File: src/rtl/uart_pkg.sv
// Shared types and constants for the UART receiver: frame states, widths,
// parity-type encoding and the 2-of-3 majority helper.
package uart_pkg;

  localparam int DATA_W     = 8;
  localparam int PRESCALE_W = 6;
  localparam int BIT_CNT_W  = $clog2(DATA_W);

  localparam logic PAR_EVEN = 1'b0;
  localparam logic PAR_ODD  = 1'b1;

  typedef enum logic [2:0] {
    IDLE,
    START,
    DATA,
    PARITY,
    STOP
  } rx_state_e;

  function automatic logic majority3(input logic [2:0] s);
    return (s[0] & s[1]) | (s[0] & s[2]) | (s[1] & s[2]);
  endfunction

endpackage

File: src/rtl/uart_rx_if.sv
// Line, configuration and result signals of the UART receiver.
// The receiver sits on the slave side; the line driver and consumer sit on the master side.
interface uart_rx_if;
  import uart_pkg::*;

  logic                  RX_IN;
  logic                  PAR_EN;
  logic                  PAR_TYP;
  logic [PRESCALE_W-1:0] prescale;
  logic [DATA_W-1:0]     P_DATA;
  logic                  DATA_VLD;
  logic                  STR_ERR;
  logic                  PAR_ERR;
  logic                  STP_ERR;

  modport slave (
    input  RX_IN, PAR_EN, PAR_TYP, prescale,
    output P_DATA, DATA_VLD, STR_ERR, PAR_ERR, STP_ERR
  );

  modport master (
    output RX_IN, PAR_EN, PAR_TYP, prescale,
    input  P_DATA, DATA_VLD, STR_ERR, PAR_ERR, STP_ERR
  );

endinterface

File: src/rtl/uart_rx_sampler.sv
// Bit timing for the UART receiver: edge counter within a bit, data-bit counter,
// and a 3-point majority vote around mid-bit.
module uart_rx_sampler
  import uart_pkg::*;
(
  input  logic                  clk,
  input  logic                  rst_n,
  input  logic                  run,
  input  logic                  data_phase,
  input  logic                  rx_in,
  input  logic [PRESCALE_W-1:0] prescale,
  output logic                  sampled_bit,
  output logic [PRESCALE_W-1:0] edge_cnt,
  output logic [BIT_CNT_W-1:0]  bit_cnt
);

  logic [PRESCALE_W-1:0] edge_cnt_q, edge_cnt_d;
  logic [BIT_CNT_W-1:0]  bit_cnt_q, bit_cnt_d;
  logic [2:0]            samples_q, samples_d;
  logic [PRESCALE_W-1:0] half;
  logic                  last_edge;

  always_comb begin
    // NOTE: every value driven here gets a default before any branch, so no path infers a latch.
    half       = prescale >> 1;
    last_edge  = (edge_cnt_q == prescale - PRESCALE_W'(1));
    edge_cnt_d = '0;
    bit_cnt_d  = bit_cnt_q;
    samples_d  = samples_q;

    if (run) begin
      edge_cnt_d = last_edge ? '0 : edge_cnt_q + PRESCALE_W'(1);
      if (edge_cnt_q == half - PRESCALE_W'(1)) samples_d[0] = rx_in;
      if (edge_cnt_q == half)                  samples_d[1] = rx_in;
      if (edge_cnt_q == half + PRESCALE_W'(1)) samples_d[2] = rx_in;
    end

    if (!data_phase) begin
      bit_cnt_d = '0;
    end else if (run && last_edge) begin
      bit_cnt_d = bit_cnt_q + BIT_CNT_W'(1);
    end
  end

  // NOTE: sequential state uses non-blocking assignments so every flop sees pre-edge values.
  always_ff @(posedge clk or negedge rst_n) begin
    if (!rst_n) begin
      edge_cnt_q <= '0;
      bit_cnt_q  <= '0;
      samples_q  <= '0;
    end else begin
      edge_cnt_q <= edge_cnt_d;
      bit_cnt_q  <= bit_cnt_d;
      samples_q  <= samples_d;
    end
  end

  // The last sample lands at half+1, so the vote is settled from half+2 to the end of the bit.
  assign sampled_bit = majority3(samples_q);
  assign edge_cnt    = edge_cnt_q;
  assign bit_cnt     = bit_cnt_q;

endmodule

File: src/rtl/uart_rx.sv
// UART receiver top: frame FSM, LSB-first deserializer, parity and stop checks,
// and registered result/error strobes.
module uart_rx
  import uart_pkg::*;
(
  input  logic     CLK,
  input  logic     RSTn,
  uart_rx_if.slave bus
);

  rx_state_e             state_q, state_d;
  logic [DATA_W-1:0]     shift_q, shift_d;
  logic                  bad_q, bad_d;
  logic                  par_en_q, par_en_d;
  logic                  par_typ_q, par_typ_d;
  logic [PRESCALE_W-1:0] prescale_q, prescale_d;
  logic [DATA_W-1:0]     p_data_q, p_data_d;
  logic                  data_vld_q, data_vld_d;
  logic                  str_err_q, str_err_d;
  logic                  par_err_q, par_err_d;
  logic                  stp_err_q, stp_err_d;

  logic                  sampled_bit;
  logic [PRESCALE_W-1:0] edge_cnt;
  logic [BIT_CNT_W-1:0]  bit_cnt;
  logic [PRESCALE_W-1:0] eff_prescale;
  logic                  run;
  logic                  last_edge;
  logic                  exp_parity;

  // The cycle that leaves IDLE is already edge 0, before the frame config has been latched.
  assign eff_prescale = (state_q == IDLE) ? bus.prescale : prescale_q;
  assign run          = (state_q != IDLE) || !bus.RX_IN;
  assign last_edge    = (edge_cnt == eff_prescale - PRESCALE_W'(1));
  assign exp_parity   = (^shift_q) ^ (par_typ_q == PAR_ODD);

  uart_rx_sampler u_sampler (
    .clk         (CLK),
    .rst_n       (RSTn),
    .run         (run),
    .data_phase  (state_q == DATA),
    .rx_in       (bus.RX_IN),
    .prescale    (eff_prescale),
    .sampled_bit (sampled_bit),
    .edge_cnt    (edge_cnt),
    .bit_cnt     (bit_cnt)
  );

  always_comb begin
    state_d    = state_q;
    shift_d    = shift_q;
    bad_d      = bad_q;
    par_en_d   = par_en_q;
    par_typ_d  = par_typ_q;
    prescale_d = prescale_q;
    p_data_d   = p_data_q;
    data_vld_d = 1'b0;
    str_err_d  = 1'b0;
    par_err_d  = 1'b0;
    stp_err_d  = 1'b0;

    unique case (state_q)
      IDLE: begin
        bad_d = 1'b0;
        if (!bus.RX_IN) begin
          state_d    = START;
          par_en_d   = bus.PAR_EN;
          par_typ_d  = bus.PAR_TYP;
          prescale_d = bus.prescale;
        end
      end
      START: if (last_edge) begin
        if (sampled_bit) begin
          str_err_d = 1'b1;
          state_d   = IDLE;
        end else begin
          state_d = DATA;
        end
      end
      DATA: if (last_edge) begin
        shift_d[bit_cnt] = sampled_bit;
        if (bit_cnt == BIT_CNT_W'(DATA_W - 1)) state_d = par_en_q ? PARITY : STOP;
      end
      PARITY: if (last_edge) begin
        // A parity failure is reported now, but the frame still runs through its stop bit.
        if (sampled_bit != exp_parity) begin
          par_err_d = 1'b1;
          bad_d     = 1'b1;
        end
        state_d = STOP;
      end
      STOP: if (last_edge) begin
        if (!sampled_bit) begin
          stp_err_d = 1'b1;
        end else if (!bad_q) begin
          p_data_d   = shift_q;
          data_vld_d = 1'b1;
        end
        state_d = IDLE;
      end
      default: state_d = IDLE;
    endcase
  end

  always_ff @(posedge CLK or negedge RSTn) begin
    if (!RSTn) begin
      state_q    <= IDLE;
      shift_q    <= '0;
      bad_q      <= 1'b0;
      par_en_q   <= 1'b0;
      par_typ_q  <= PAR_EVEN;
      prescale_q <= '0;
      p_data_q   <= '0;
      data_vld_q <= 1'b0;
      str_err_q  <= 1'b0;
      par_err_q  <= 1'b0;
      stp_err_q  <= 1'b0;
    end else begin
      state_q    <= state_d;
      shift_q    <= shift_d;
      bad_q      <= bad_d;
      par_en_q   <= par_en_d;
      par_typ_q  <= par_typ_d;
      prescale_q <= prescale_d;
      p_data_q   <= p_data_d;
      data_vld_q <= data_vld_d;
      str_err_q  <= str_err_d;
      par_err_q  <= par_err_d;
      stp_err_q  <= stp_err_d;
    end
  end

  assign bus.P_DATA   = p_data_q;
  assign bus.DATA_VLD = data_vld_q;
  assign bus.STR_ERR  = str_err_q;
  assign bus.PAR_ERR  = par_err_q;
  assign bus.STP_ERR  = stp_err_q;

endmodule

File: src/flat_wrapper.sv
// flat-port wrapper written by rule: the top's interface ports become plain ports
module uart_rx_flat import uart_pkg::*;
  (CLK, RSTn, bus_RX_IN, bus_PAR_EN, bus_PAR_TYP, bus_prescale, bus_P_DATA, bus_DATA_VLD, bus_STR_ERR, bus_PAR_ERR, bus_STP_ERR);
  uart_rx_if bus_i ();
  input  logic CLK;
  input  logic RSTn;
  input wire logic [$bits(bus_i.RX_IN)-1:0] bus_RX_IN;
  input wire logic [$bits(bus_i.PAR_EN)-1:0] bus_PAR_EN;
  input wire logic [$bits(bus_i.PAR_TYP)-1:0] bus_PAR_TYP;
  input wire logic [$bits(bus_i.prescale)-1:0] bus_prescale;
  output wire logic [$bits(bus_i.P_DATA)-1:0] bus_P_DATA;
  output wire logic [$bits(bus_i.DATA_VLD)-1:0] bus_DATA_VLD;
  output wire logic [$bits(bus_i.STR_ERR)-1:0] bus_STR_ERR;
  output wire logic [$bits(bus_i.PAR_ERR)-1:0] bus_PAR_ERR;
  output wire logic [$bits(bus_i.STP_ERR)-1:0] bus_STP_ERR;
  assign bus_i.RX_IN = bus_RX_IN;
  assign bus_i.PAR_EN = bus_PAR_EN;
  assign bus_i.PAR_TYP = bus_PAR_TYP;
  assign bus_i.prescale = bus_prescale;
  assign bus_P_DATA = bus_i.P_DATA;
  assign bus_DATA_VLD = bus_i.DATA_VLD;
  assign bus_STR_ERR = bus_i.STR_ERR;
  assign bus_PAR_ERR = bus_i.PAR_ERR;
  assign bus_STP_ERR = bus_i.STP_ERR;
  uart_rx u_core (.CLK(CLK), .RSTn(RSTn), .bus(bus_i));
endmodule
File: config.mk
export PLATFORM = sky130hd
export DESIGN_NAME = uart_rx_flat
export DESIGN_NICKNAME = d
export VERILOG_FILES = /design/src/rtl/uart_pkg.sv /design/src/rtl/uart_rx_if.sv /design/src/rtl/uart_rx_sampler.sv /design/src/rtl/uart_rx.sv /design/src/flat_wrapper.sv
export SDC_FILE = /design/constraint.sdc
export NUM_CORES = 1
export LEC_CHECK = 0
export BUFFER_PORTS_ARGS = -buffer_cell sky130_fd_sc_hd__buf_2
export CAP_MARGIN = 0
export CORE_ASPECT_RATIO = 0.9
export CORE_UTILIZATION = 52
export DETAILED_ROUTE_END_ITERATION = 7
export PLACE_DENSITY = 0.73
export SLEW_MARGIN = 20
export SYNTH_ARGS = -nofsm -noshare
export SYNTH_HDL_FRONTEND = slang
export SYNTH_SLANG_ARGS = --single-unit
File: constraint.sdc
create_clock -name CLK -period 3.9 [get_ports CLK]
set_input_delay 0.195 -clock CLK [delete_from_list [all_inputs] [get_ports CLK]]
set_output_delay 0.195 -clock CLK [all_outputs]
set_load 0.1 [all_outputs]
After elaboration in Yosys (flattened, before gate mapping)
Index checks and enable logic that the tools add are counted.
Storage, ports and cells
  memory bits (writable): 0
  bits of input ports: 11
  flip-flop bits (word level): 44
  output and inout port bits: 12
  ROM bits: 0
  memories: 0
  latch bits: 0
Operators by class
  reductions and logical operators: 16
  shift operators: 0
  equal/unequal tests: 18
  multipliers: 0
  magnitude comparators: 2
  muxes and demuxes: 33
  div/mod/pow operators: 0
  bitwise logic cells: 8
  add/sub/neg operators: 5
Operator list (count)
  $mux W3: 9
  $eq A6 B6 Y1: 3
  $mux W6: 3
  $mux W1: 16
  $pmux W3 S5: 1
  $ne A2 B1 Y1 const B: 7
  $reduce_and A2 Y1: 5
  $bwmux W8: 1
  $reduce_xor A8 Y1: 1
  $add A5 B1 Y6 const B: 1
  $add A6 B1 Y6 const B: 1
  $eq A3 B2 Y1 const B: 2
  $eq A3 B3 Y1 const B: 2
  $eq A6 B5 Y1: 1
  $reduce_and A6 Y1: 1
  $sub A5 B1 Y6 const B: 1
  $sub A6 B1 Y6 const B: 1
  $lt A3 B4 Y1 const B: 1
  $reduce_and A4 Y1: 1
  $add A3 B1 Y3 const B: 1
  $and A1 B1 Y1: 3
  $demux W1 S3: 1
  $eq A3 B1 Y1 const B: 1
  $ge A3 B1 Y1 const B: 1
  14 further kinds: 17

Longest topological paths before layout
  depth in word-level cells: 7
  mapped depth: 14
  gate-level depth less buffers: 10

Modules after synthesis
From an unflattened synthesis, not the netlist that was laid out.
Second synthesis, totals
  cell total of the unflattened synthesis: 293
  area, all modules: 3156.8 sq um
By module, submodules not included
  uart_rx: times used 1, seq. area each 800.8 sq um, cells each 170, area an instance 1990.7 sq um
  uart_rx_sampler: times used 1, seq. area each 300.3 sq um, cells each 123, area an instance 1166.1 sq um

Least setup slack after synthesis
OpenSTA, ideal clock, no wires.
  path kind: register -> register
  start point: register u_core.state_q[2]
  end point: register u_core.p_data_q[0] (netlist: u_core.bus.P_DATA[0])
  arrival: 3283 ps
  path buffers: 2
  cell stages (with the launch flop): 13
  slack: 492 ps
  data required time: 3775 ps
  path through: dfrtp_1 buf_6 nor3_2 clkbuf_1 mux2i_1 ha_1 inv_1 nor3_1 a32oi_1 xnor2_1 nand4b_4 nor4_4 mux2_2
Between the ends
  longest elaborated chain between the ends: 5
RTL lines
  start, declared: line uart_rx.sv:11  | rx_state_e state_q, state_d;
  start signal, assigned: line uart_rx.sv:119  | state_q <= state_d;
  $logic_not A3 Y1: line uart_rx.sv:32  | assign eff_prescale = (state_q == IDLE) ? bus.prescale : prescale_q;
  $mux W6: line uart_rx.sv:32
  $sub A6 B1 Y6: line uart_rx.sv:34  | assign last_edge = (edge_cnt == eff_prescale - PRESCALE_W'(1));
  $eq A6 B6 Y1: line uart_rx.sv:34
  $reduce_and A4 Y1 (no source line) *
  end signal, assigned: line uart_rx.sv:125  | p_data_q <= p_data_d;
  end, declared: line uart_rx.sv:17  | logic [DATA_W-1:0] p_data_q, p_data_d;
Every way passes the cells marked *; elsewhere a longest branch is shown, timed or not.
A chain may end at the register's enable or synchronous reset.

Worst setup path in the final report
  start point: register u_core.state_q[0]
  end point: register u_core.p_data_q[7] (netlist: u_core.bus.P_DATA[7])
The elaborated chain is that of the path after synthesis.

==> results.toml <==
[synthesis]
synth_xor_area_share_pct = 9.43
synth-adder-area-share_pct = 3.05
synth_edf_count = 0
synth-async-reset-ratio_pct = 100
ys_top_cells_by_area = "dfrtp_1 (39%), mux2_2 (12%), xnor2_1 (6.9%)"
yosysTopAreaCell = "dfrtp_1"
ys_seq_area_share_pct = 39.5
synth_top_area_share_pct = 39.5
yosys-mux-area-fraction_pct = 15.0
synthSimpleGateAreaFrac_pct = 19.2
synthCells = 275
ys_seq_elements = 44
netlist_area_sq_um = 2790
synth_top_family_by_area = "simple AND/OR/NAND/NOR gates"
yosys_warnings = 0
synth_area_per_cell_sq_um = 10.1
synth_cell_type_count = 54
synth_compound_area_share_pct = 9.43
synth-main-ff-cell = "dfrtp_1"
synthesis.nets = 292

[worst_setup_path]
cp-start-kind = "flip-flop"
critical_path.endpoint_type = "flip-flop"
cp_max_fo = 12
worstPathRequired_ns = 4.08
r2r_start = "u_core.state_q[0]"
worstSetupPathType = "reg2reg"
worstSetupStartpoint = "u_core.state_q[0]"
worstPathArrival_ns = 3.66

[power_and_ir_drop]
clkPwrFrac_pct = 20.3
p_sw_share_pct = 38.0
power_density_nw_per_um2 = 464
vdd_drop_max_mv = 0.326
p_int_mw = 0.885
pwr-share-comb_pct = 34.2
power_switching_mw = 0.541
p_leak_nw = 1.40
seqPwrFrac_pct = 45.5

[sta]
fin_setup_tns_ns = 0
final_hold_viol_count = 0
fin_crit_ns = 3.48
fin_skew_ns = 0.0143
fmax_ghz = 0.288
timing.final.crit_share_pct = 89.2
worst_pin_slew_ns = 0.557
holdWs_ns = 0.119
worst_slack_ns = 0.422
drv_slew = 0
slew_headroom_pct = 62.9
rsz0062_at_grt = "no"
setup-violations-final = 0

[clock_tree]
hold_buffers = 0
clkLatencyLatePin_ns = 0.30
post_cts_resized = 0
clock-sinks = 44
cts_setup_buffers = 0
path_clk_slew_ns = 0.09
clockBufferDepth = 2
cts_max_level = 2
tritoncts = "built"
ctsRootBufferMaster = "clkbuf_8"
numCtsBuffers = 5

[global_route]
grt_max_degree = 45
grt_use_total_pct = 23.3
overflow = 0
grt_pass1_vias = 1965
antenna_found_initial = 0
grt_pass1_wl_um = 10200

[floorplanning]
die_w_um = 79.2
core_area_sq_um = 4980
die_h_um = 71.5
initial_core_util_pct = 55.9
dieArea_sq_um = 5660
num_io_pins = 23
placementRows = 24

[route]
wire_per_inst_um = 16.7
drt_iter0_drc = 191
drt_wl_total_um = 6060
ant_nets = 0
avgViaCountPerCell = 5.93
route.detailed.drc = 0
first_pass_iters = 4
vias = 2153

[placed_design]
hpwl_um = 4470
place_inst = 354
port_buffers = 22
routabilityCongestion = 0.889
detailedPlace.worstSlack_ns = 0.430

[min_path]
hold_class = "in2reg"
min_from = "bus_PAR_TYP"

[cells_and_area]
n_fill_cell = 436
diodes = 0
multiInputGateArea_sq_um = 1560
area_delta_synth_final_pct = 10.3
final_cell_mix = "dfrtp_1 (44), mux2_2 (29), nor2_1 (25), xnor2_1 (22), buf_2 (21)"
regArea_sq_um = 1100
drive_above_1_share_pct = 26.2
mostFrequentLayoutCell = "dfrtp_1"
final_cells = 363
nets = 314

[flow_run]
maxCapViolations = 0

[run_status]
outcome = "finished, final reports clean"
-- flip-flops by register name, indices dropped and copies added, names as in the netlist, 3 cells and up --
| name | count |
|---|---|
| u_core.u_sampler.edge_cnt | 6 |
| u_core.shift_q | 8 |
| u_core.prescale_q | 6 |
| u_core.u_sampler.samples_q | 3 |
| u_core.bus.P_DATA | 8 |
| u_core.state_q | 3 |
| u_core.u_sampler.bit_cnt | 3 |
-- worst max-delay path: stages (launching register included) --
cell,delay [ns]
dfrtp_1,0.46
nor3_2,0.42
mux2i_1,0.33
ha_1,0.31
nand4b_1,0.12
mux2_2,0.29
a32oi_1,0.17
a311oi_1,0.07
nand4b_4,0.33
nor4_4,0.31
buf_4,0.21
mux2_2,0.34
-- cells in the mapped netlist, types with 2 or more instances --
library cell and count:
xor2_1 8, nand3_1 9, or3_1 3, o31ai_1 2, ha_1 6, nand3b_1 3, mux2_2 29, o32ai_1 2
a211oi_1 2, nor4_1 8, a31oi_1 2, nand2b_1 4, nand4b_1 2, a21oi_1 6, inv_1 10, buf_4 2
nor4b_1 2, nor2_1 25, o21ai_0 9, xnor2_1 22, and3_1 3, and2_1 2, buf_2 2, dfrtp_1 44
nand4_1 3, a311oi_1 2, nand2_1 9, clkbuf_1 12, nor3_1 10, a32oi_1 2, mux2i_1 7
-- layout make-up --
type | count | share of cell area [%]
clock buffers | 5 | 2.24
clock inverters | 3 | 0.773
inverters | 10 | 1.22
multi-input cells | 203 | 50.9
flip-flops and latches | 44 | 35.8
well taps | 65 | 2.65
repair buffers | 33 | 6.43
-- layer usage --
layer / wire (um) / vias to the layer above / GRT usage [%]
li1: - / 1039 / -
met1: 2980 / 1017 / 37.3
met2: 2560 / 91 / 31.3
met3: 479 / 6 / 5.61
met4: 40 / 0 / 4.85
met5: 0 / - / 0
-- power groups by stage --
| stage | Clock [mW] | Combinational, mW | Sequential (mW) |
|---|---|---|---|
| final | 0.290 | 0.487 | 0.649 |
| after floorplan | 0 | 0.429 | 0.586 |
| after CTS | 0.301 | 0.486 | 0.646 |
| after global routing | 0.314 | 0.541 | 0.661 |
| after global placement | 0 | 0.468 | 0.651 |
| after detailed placement | 0 | 0.482 | 0.656 |
-- path summary, 6_finish.rpt --
kind                                                end  slack [ns]  depth (start not counted)
min in group asynchronous  u_core.u_sampler.edge_cnt[5]        0.42                          2
max in group asynchronous             u_core.state_q[2]        3.09                          2
max reg2reg                        u_core.bus.P_DATA[7]        0.42                         11
min                                    u_core.par_typ_q        0.12                          2
max                                u_core.bus.P_DATA[7]        0.42                         11
min reg2reg                         u_core.bus.DATA_VLD        0.47                          1
-- cell families after synthesis --
logic type                 after synthesis
and+or+nand+nor                         92
xor gates and xnor gates                30
buffers and inverters                   28
AOI/OAI and AO/OA                       37
adders and majority gates                7
DFF                                     44
muxes                                   37
-- metrics by stage --
| stage | utilization (%) | total power, mW | instance area [sq um] |
|---|---|---|---|
| 2_1_floorplan | - | 1.02 | 2790 |
| 3_3_place_gp | 59.6 | 1.12 | 2970 |
| 3_5_place_dp | 59.6 | 1.14 | 2970 |
| 4_1_cts | 61.4 | 1.43 | 3060 |
| 5_1_grt | 61.7 | 1.52 | 3070 |
| 6_report | 61.7 | 1.43 | 3070 |
(Power assumes the default switching activity.)
